## src/rtl/rf_pkg.sv

```systemverilog
// Shared types and sizing for the register-file writeback arbiter.
package rf_pkg;

  localparam int RF_DW    = 4;
  localparam int RF_AW    = 2;
  localparam int RF_NREGS = 2 ** RF_AW;

  // One register-file write request.
  typedef struct packed {
    logic [RF_AW-1:0] addr;
    logic [RF_DW-1:0] data;
  } rf_wr_req_t;

  typedef enum logic [1:0] {
    GNT_NONE = 2'd0,
    GNT_A    = 2'd1,
    GNT_B    = 2'd2
  } grant_t;

endpackage

```

## src/rtl/rr_arb2.sv

```systemverilog
// Two-way round-robin grant: req[0] = channel A, req[1] = channel B.
// Purely combinational; the owner keeps last_grant.
module rr_arb2
  import rf_pkg::*;
(
  input  logic [1:0] req,
  input  grant_t     last_grant,
  output logic [1:0] gnt
);

  // Lone requester wins; on contention the channel not granted last time wins.
  always_comb begin
    gnt = '0;
    case (req)
      2'b01:   gnt = 2'b01;
      2'b10:   gnt = 2'b10;
      2'b11:   gnt = (last_grant == GNT_A) ? 2'b10 : 2'b01;
      default: gnt = '0;
    endcase
  end

endmodule

```

## src/rtl/rf_wb_arbiter.sv

```systemverilog
// Register-file write-port sharer: two one-entry writeback buffers (A = ALU,
// B = load/immediate) drained one per cycle by a round-robin arbiter, plus a
// per-register pending mask for RAW-hazard stalls in decode.
// Optional: define RF_WB_CONFLICT_CNT_EN to add the saturating conflict_cnt output.
module rf_wb_arbiter
  import rf_pkg::*;
#(
  parameter int DW = RF_DW,
  parameter int AW = RF_AW
) (
  input  logic                 clk,
  input  logic                 rst_n,
  input  logic                 a_valid,
  output logic                 a_ready,
  input  logic [AW-1:0]        a_addr,
  input  logic [DW-1:0]        a_data,
  input  logic                 b_valid,
  output logic                 b_ready,
  input  logic [AW-1:0]        b_addr,
  input  logic [DW-1:0]        b_data,
  output logic                 rf_we,
  output logic [AW-1:0]        rf_wr_addr,
  output logic [DW-1:0]        rf_wr_data,
  output logic [(2**AW)-1:0]   busy
`ifdef RF_WB_CONFLICT_CNT_EN
  ,
  output logic [7:0]           conflict_cnt
`endif
);

  localparam int NREGS = 2 ** AW;

  typedef struct packed {
    logic          v;
    logic [AW-1:0] addr;
    logic [DW-1:0] data;
  } wb_buf_t;

  wb_buf_t    bufa_q;
  wb_buf_t    bufb_q;
  grant_t     last_grant_q;
  logic [1:0] gnt;
  logic       a_acc;
  logic       b_acc;

  rr_arb2 u_arb (
    .req        ({bufb_q.v, bufa_q.v}),
    .last_grant (last_grant_q),
    .gnt        (gnt)
  );

  // Outputs are forced to their idle values while rst_n is low so a reset
  // asserted over full buffers never lets a write reach the register file.
  always_comb begin
    rf_we      = 1'b0;
    rf_wr_addr = '0;
    rf_wr_data = '0;
    if (rst_n) begin
      if (gnt[0]) begin
        rf_we      = 1'b1;
        rf_wr_addr = bufa_q.addr;
        rf_wr_data = bufa_q.data;
      end else if (gnt[1]) begin
        rf_we      = 1'b1;
        rf_wr_addr = bufb_q.addr;
        rf_wr_data = bufb_q.data;
      end
    end
  end

  // A buffer can take a new request when empty or when it drains this cycle.
  always_comb begin
    a_ready = !rst_n || !bufa_q.v || gnt[0];
    b_ready = !rst_n || !bufb_q.v || gnt[1];
    a_acc   = a_valid && a_ready;
    b_acc   = b_valid && b_ready;
  end

  // Pending-write mask decoded from the registered buffers only.
  always_comb begin
    busy = '0;
    for (int unsigned i = 0; i < NREGS; i++) begin
      busy[i] = rst_n &&
                ((bufa_q.v && (bufa_q.addr == AW'(i))) ||
                 (bufb_q.v && (bufb_q.addr == AW'(i))));
    end
  end

  // Buffer capture/drain and round-robin history.
  always_ff @(posedge clk) begin
    if (!rst_n) begin
      bufa_q       <= '0;
      bufb_q       <= '0;
      last_grant_q <= GNT_B;
    end else begin
      if (a_acc)       bufa_q <= '{v: 1'b1, addr: a_addr, data: a_data};
      else if (gnt[0]) bufa_q.v <= 1'b0;

      if (b_acc)       bufb_q <= '{v: 1'b1, addr: b_addr, data: b_data};
      else if (gnt[1]) bufb_q.v <= 1'b0;

      if (gnt[0])      last_grant_q <= GNT_A;
      else if (gnt[1]) last_grant_q <= GNT_B;
    end
  end

`ifdef RF_WB_CONFLICT_CNT_EN
  // Count cycles with both buffers occupied, saturating at 255.
  always_ff @(posedge clk) begin
    if (!rst_n)
      conflict_cnt <= '0;
    else if (bufa_q.v && bufb_q.v && (conflict_cnt != 8'hFF))
      conflict_cnt <= conflict_cnt + 8'd1;
  end
`endif

endmodule

```

## config.mk

```make
export PLATFORM = sky130hd
export DESIGN_NAME = rf_wb_arbiter
export DESIGN_NICKNAME = d
export VERILOG_FILES = /design/src/rtl/rf_pkg.sv /design/src/rtl/rr_arb2.sv /design/src/rtl/rf_wb_arbiter.sv
export SDC_FILE = /design/constraint.sdc
export NUM_CORES = 1
export LEC_CHECK = 0
export BUFFER_PORTS_ARGS = -buffer_cell sky130_fd_sc_hd__buf_2
export CORE_ASPECT_RATIO = 0.9
export CORE_UTILIZATION = 44
export DETAILED_ROUTE_END_ITERATION = 6
export PLACE_DENSITY = 0.8
export SLEW_MARGIN = 20
export SYNTH_ARGS = -nofsm -noshare
export SYNTH_HDL_FRONTEND = slang
export SYNTH_SLANG_ARGS = --single-unit
```

## constraint.sdc

```tcl
create_clock -name clk -period 1.4 [get_ports clk]
set_input_delay 0.42 -clock clk [delete_from_list [all_inputs] [get_ports clk]]
set_output_delay 0.42 -clock clk [all_outputs]
set_load 0.02 [all_outputs]
```

==> out/results.tsv, run 1 <==
stage	metric	value	unit
logic_synthesis	sequential area share after synthesis	0.3422	
logic_synthesis	Compound-Gate Fraction of Synth Area	0.1751	
placed_design	Detailed Place HPWL	1.724	mm
cells_and_area	Area Growth Syn to Fin	56.82	%
critical_path	Critical R2R Capture	bufb_q[5]	
logic_synthesis	distinct cell type count of the synthesized netlist	23	
cells_and_area	Seq. cell area	332.8	sq um
logic_synthesis	largest family of logic cells by synthesized area	simple AND/OR/NAND/NOR gates	
critical_path	r2r setup slk	-0.02	ns
critical_path	Crit path depth	4	
routing	DRC viols	0	
timing	worst slew pin tran	0.2162	ns
grt	Total Routing Usage GR	0.2325	
floorplanning	Top Ports	29	
cells_and_area	# nets final	177	
critical_path	Worst Path Required	0.98	ns
clock_tree	post-cts hold buffer count	0	
timing	crit path time final	1.771	ns
logic_synthesis	syn avg cell area	7.931	sq um
logic_synthesis	syn_nets	134	
logic_synthesis	Synth Area in Simple Gates	0.2781	
clock_tree	clk root buf	clkbuf_4	
routing	final WL	2.590	mm
routing	Post-DRT Antenna Nets	0	
timing	RSZ-0062 raised after global routing	yes	
clock_tree	CTS Buf Count	3	
job	max_cap viols	0	
routing	vias per cell	5.281	
critical_path	beginning of the critical path	last_grant_q[1]	
logic_synthesis	EDFF count, synth	0	
placed_design	DP Area	1177	sq um
clock_tree	Worst-path clk slew	0.10	ns
floorplanning	FP Rows	15	
clock_tree	TritonCTS Sinks	16	
logic_synthesis	synthesized area	935.9	sq um
cells_and_area	fill count	147	
placed_design	dpl ws	-0.1260	ns
logic_synthesis	Post-synth ARST share	0	
critical_path	crit-path cells	nand3b_1 > and3_1 > o21a_2 > buf_6	
routing	drt wl/cell	14.00	um
clock_tree	CTS tree	done	
status	status	complete, but fails checks	
critical_path	CP Max Fanout	4	
critical_path	Setup crit end kind	output port	
grt	vias in the first global route	929	
timing	final setup vio count	16	
logic_synthesis	XOR/XNOR Fraction of Synth Area	0	
floorplanning	CORE AREA	1952	sq um
clock_tree	CTS Buffer Depth	2	
grt	grt total ovfl	0	
critical_path	Worst path top cell family by delay	simple AND/OR/NAND/NOR gates	
timing	Hold Fails Final Rpt	0	
routing	routed via count	977	
timing	period utilization	1.265	
clock_tree	clk_lat worst skew	0.30	ns
critical_path	R2R depth	7	
floorplanning	die height	45.76	um
status	failing checks	negative setup slack	
placed_design	GPL Wtd Cong	0.8854	
cells_and_area	most frequent cells in the layout	nand2_1, buf_2, buf_4, buf_6, mux2i_1	
power	Power Density	747.1	nW/um^2
placed_design	number of I/O port buffers	28	
timing	final setup TNS	-4.120	ns
timing	fmax	0.5647	GHz
logic_synthesis	Most used DFF post-synth	dfxtp_1	
min_path	Tightest Hold Check Type	input pin to flop	
clock_tree	H-tree Lvls	1	
floorplanning	die area	2316	sq um
logic_synthesis	Synth Instances	118	
cells_and_area	Multi-input gate area	640.6	sq um
critical_path	WP data arrival	1.35	ns
routing	router iterations before antenna repair	4	
critical_path	CP Launch Type	flop	
cells_and_area	Final Instance Area	1468	sq um
critical_path	Setup CP Type	flop to output port	
floorplanning	Die W	50.62	um
cells_and_area	Finished Core Util	0.7519	
logic_synthesis	Synth Area in Adders	0	
cells_and_area	fraction of layout cells with a size suffix above 1	0.5438	
critical_path	Max stage delay cell, worst path	dfxtp_2	
grt	largest net degree at the start of global routing	13	
cells_and_area	commonest non-fill, non-tap cell in the layout	nand2_1	
critical_path	Critical Path End	rf_wr_data[2]	
timing	post-route setup slack	-0.3709	ns
critical_path	worst path bufs/invs	1	
timing	Slew headroom	0.8559	
logic_synthesis	Syn. warnings	0	
grt	first-pass GRT wire length	3.933	mm
power	Static Leak	0.6907	nW
timing	final worst clock skew	0.006254	ns
logic_synthesis	FF+latch count, synth	16	
logic_synthesis	mux cell area share after synthesis	0.1283	
critical_path	reg-to-reg startpoint	last_grant_q[1]	
critical_path	slowest cell delay on critical path	0.34	ns
routing	initial DRC count	19	
cells_and_area	ANT cells	0	
floorplanning	Initial Util	0.4795	
power	maximum VDD drop	0.0007193	V
grt	initial antenna violation count	0	
timing	Pins Over Slew Limit	0	
[cell families (layout without fill, tap and decap cells)]
logic type,Yosys count,in the layout
compound gates,25,25
buf+inv,12,54
flops,16,16
mux,12,12
simple gates,53,53
[worst min path at each step]
stage / start / endpoint / slack [ns] / cells past startpoint
after global routing: a_data[0] / bufa_q[0] / 0.37 / 3
after floorplan: bufa_q[0] / bufa_q[0] / 0.43 / 2
after detailed placement: bufb_q[3] / bufb_q[3] / 0.45 / 2
after global placement: bufb_q[1] / bufb_q[1] / 0.45 / 2
final: a_addr[1] / bufa_q[5] / 0.36 / 3
after CTS: a_addr[1] / bufa_q[5] / 0.36 / 3
[cells in the mapped netlist (all sizes together), types with 3 or more instances]
library cell | count | area (sq um)
clkbuf | 5 | 18.77
mux2i | 12 | 120.1
nor2b | 3 | 26.27
dfxtp | 16 | 320.3
a21oi | 9 | 45.04
o21a | 12 | 90.09
and3 | 4 | 25.02
nand2 | 34 | 130.1
buf | 7 | 52.54
[stage by stage]
step / instances / hold slack (ns) / total power [mW]
floorplan: 118 / 0.4303 / 0.6488
finish: 185 / 0.3569 / 1.096
global route: 185 / 0.3670 / 1.129
global placement: 173 / 0.4461 / 0.7085
CTS: 181 / 0.3614 / 1.069
detailed placement: 173 / 0.4545 / 0.7170
[per-layer routing]
layer / track usage / part of all wire / vias up
li1: - / - / 483
met1: 0.2785 / 0.42 / 454
met2: 0.4027 / 0.52 / 33
met3: 0.04333 / 0.045 / 7
met4: 0.1222 / 0.016 / 0
met5: 0 / 0 / -
[final cells by class]
class / count / share of cell area
Multi-Input combinational cell: 90 / 0.4365
Timing Repair Buffer: 50 / 0.2907
Sequential cell: 16 / 0.2268
Clock buffer: 4 / 0.02472
Tap cell: 25 / 0.02131
[tightest hold or removal path, cell delays in order]
cell and delay (ns):
buf_2 0.09, nand2_1 0.05, mux2i_1 0.06
[state kept, by name, summed over array words and instances (netlist names)]
| signal | flops |
|---|---|
| bufa_q | 7 |
| bufb_q | 7 |
| last_grant_q | 2 |
[timing repair]
action	in CTS	in global routing
pin swaps	12	6
buffers inserted	3	4
setup endpoints to repair	15	23
cloned	1	0
gates resized for setup	47	7
hold endpoints to repair	0	0
[power by group]
part | internal (mW) | total [mW] | switching [mW]
Combinational | 0.144 | 0.258 | 0.114
Clock | 0.159 | 0.318 | 0.159
Sequential | 0.486 | 0.520 | 0.0340
Total | 0.789 | 1.10 | 0.307
Power figures use the tool's default switching activity.
==> run 2, diff against run 1 <==
- CORE_UTILIZATION: 44 -> 30
- PLACE_DENSITY: 0.8 -> 0.6
==> run 2 against run 1 <==
The flow still finishes with violations (negative setup slack). Die area up 45%. Sequential share of layout area down 0.17 points. Critical path depth unchanged. Clock power down 3%. Sequential power about the same. Non-clock buffer count up 2. Register-to-register slack better by 0.08 ns. Flip-flop and latch count unchanged. Cell count up 9.2%. Combinational power about the same. Global-route usage down 5.6 points. Power down 0.63%. Largest cell class unchanged.
==> out/results.tsv, run 2 (synthesis results as in run 1) <==
stage	metric	value	unit	change
status	status	complete, but fails checks		
status	failing checks	negative setup slack		
timing	RSZ-0062 raised after global routing	yes		
routing	drt wl/cell	12.43	um	-11%
cells_and_area	Multi-input gate area	641.9	sq um	+0.20%
floorplanning	CORE AREA	2860	sq um	+47%
placed_design	number of I/O port buffers	28		unchanged
timing	period utilization	1.268		+0.002753
power	maximum VDD drop	0.0005117	V	-29%
job	max_cap viols	0		unchanged
clock_tree	clk root buf	clkbuf_4		
timing	final setup vio count	13		-3
grt	initial antenna violation count	0		unchanged
timing	post-route setup slack	-0.3748	ns	-0.003854 ns
timing	Pins Over Slew Limit	0		unchanged
placed_design	dpl ws	-0.1549	ns	-0.02892 ns
grt	GRT met3 Usage	0.02093		-0.02240
power	Power Density	731.2	nW/um^2	-2.1%
floorplanning	FP Rows	18		+3
timing	worst slew pin tran	0.1874	ns	-0.02882 ns
timing	fmax	0.5635	GHz	-0.22%
grt	most crowded layer after global routing	met2		
clock_tree	clk_lat worst skew	0.29	ns	about the same
power	Total Power	1.090	mW	-0.63%
routing	router iterations before antenna repair	4		unchanged
cells_and_area	Final Instance Area	1490	sq um	+1.5%
routing	DRC viols	0		unchanged
routing	routed via count	956		-2.1%
grt	grt total ovfl	0		unchanged
critical_path	r2r setup slk	0.06	ns	+0.08 ns
clock_tree	H-tree Lvls	1		unchanged
placed_design	DP Cell Count	190		+9.8%
floorplanning	die height	54.99	um	+20%
routing	initial DRC count	26		+7
grt	Total Routing Usage GR	0.1765		-0.05601
cells_and_area	ANT cells	0		unchanged
critical_path	Worst Path Required	0.98	ns	about the same
routing	vias per cell	4.733		-10%
routing	final WL	2.511	mm	-3.1%
timing	crit path time final	1.775	ns	+0.003854 ns
clock_tree	CTS Buffer Depth	2		unchanged
placed_design	GPL Wtd Cong	0.7113		-20%
timing	final setup TNS	-3.893	ns	+0.2274 ns
timing	worst-case hold slack	0.3659	ns	+0.008941 ns
timing	final worst clock skew	0.002553	ns	-0.003701 ns
critical_path	WP data arrival	1.35	ns	about the same
floorplanning	Die W	60.88	um	+20%
critical_path	Setup CP Type	flop to output port		
cells_and_area	fraction of layout cells with a size suffix above 1	0.5370		-0.006713
grt	vias in the first global route	965		+3.9%
cells_and_area	post-route insts no fill	202		+9.2%
routing	Post-DRT Antenna Nets	0		unchanged
critical_path	CP Launch Type	flop		
clock_tree	TritonCTS Sinks	16		unchanged
floorplanning	die area	3348	sq um	+45%
cells_and_area	biggest regs	bufa_q (7), bufb_q (7), last_grant_q (2)		
placed_design	DP Area	1224	sq um	+3.9%
placed_design	Detailed Place HPWL	1.808	mm	+4.9%
grt	largest net degree at the start of global routing	20		+7
critical_path	Setup crit end kind	output port		
cells_and_area	Finished Core Util	0.5210		-0.2309
timing	Slew headroom	0.8748		+0.01894
clock_tree	CTS tree	done		
grt	first-pass GRT wire length	4.264	mm	+8.4%
grt	grt met2 use	0.3297		-0.07300
grt	GRT met1 Usage	0.2112		-0.06727
cells_and_area	most frequent cells in the layout	nand2_1, buf_2, buf_4, buf_6, mux2i_1		
clock_tree	CTS Buf Count	3		unchanged
cells_and_area	commonest non-fill, non-tap cell in the layout	nand2_1		
timing	Hold Fails Final Rpt	0		unchanged
min_path	Tightest Hold Check Type	input pin to flop		
cells_and_area	Area Growth Syn to Fin	59.22	%	
cells_and_area	Seq. cell area	335.3	sq um	+0.75%
floorplanning	Initial Util	0.3272		-0.1523
clock_tree	Worst-path clk slew	0.09	ns	about the same
power	Static Leak	0.7102	nW	+2.8%
cells_and_area	# nets final	179		+1.1%
cells_and_area	fill count	291		+98%
critical_path	CP Max Fanout	4		unchanged
floorplanning	Top Ports	29		unchanged
run 2: changes by cell type in the layout (fill, tap and decap cells not counted), sizes merged:
| cell | before | now |
|---|---|---|
| buf | 50 | 52 |
run 2: report_power, final:
part | total [mW] | internal (mW) | switching [mW]
Clock | 0.310 | 0.158 | 0.152
Combinational | 0.260 | 0.147 | 0.113
Sequential | 0.519 | 0.485 | 0.0340
Total | 1.09 | 0.790 | 0.299
run 2: what timing repair did:
action / in CTS / in global routing
setup endpoints to repair: 18 / 18
hold buffers: 0 / 0
buffers inserted: 5 / 5
hold endpoints to repair: 0 / 0
pin swaps: 9 / 6
cloned: 1 / 0
gates resized for setup: 41 / 14
run 2: cell type report:
type | instances | share of cell area
multi-input cells | 90 | 0.4307
well taps | 40 | 0.03359
clock buffers | 4 | 0.02435
repair buffers | 52 | 0.2863
flip-flops and latches | 16 | 0.2250
run 2: worst max-delay path, stage by stage (launching register included):
cell	delay, ns
dfxtp_2	0.33
nand3b_1	0.22
and3_1	0.19
o21a_2	0.20
buf_6	0.13
run 2: layer usage:
layer	routed length, um	part of all wire
met5	0	0
met3	79	0.031
met2	1213	0.48
met1	1200	0.48
met4	18	0.0072
run 2: worst paths after layout:
kind                        end  depth (start not counted)             from
setup / recovery  rf_wr_data[1]                          4  last_grant_q[1]
hold / removal        bufa_q[5]                          3        a_addr[1]
setup reg to reg      bufa_q[5]                          7        bufb_q[6]
hold reg to reg       bufa_q[1]                          2        bufa_q[1]
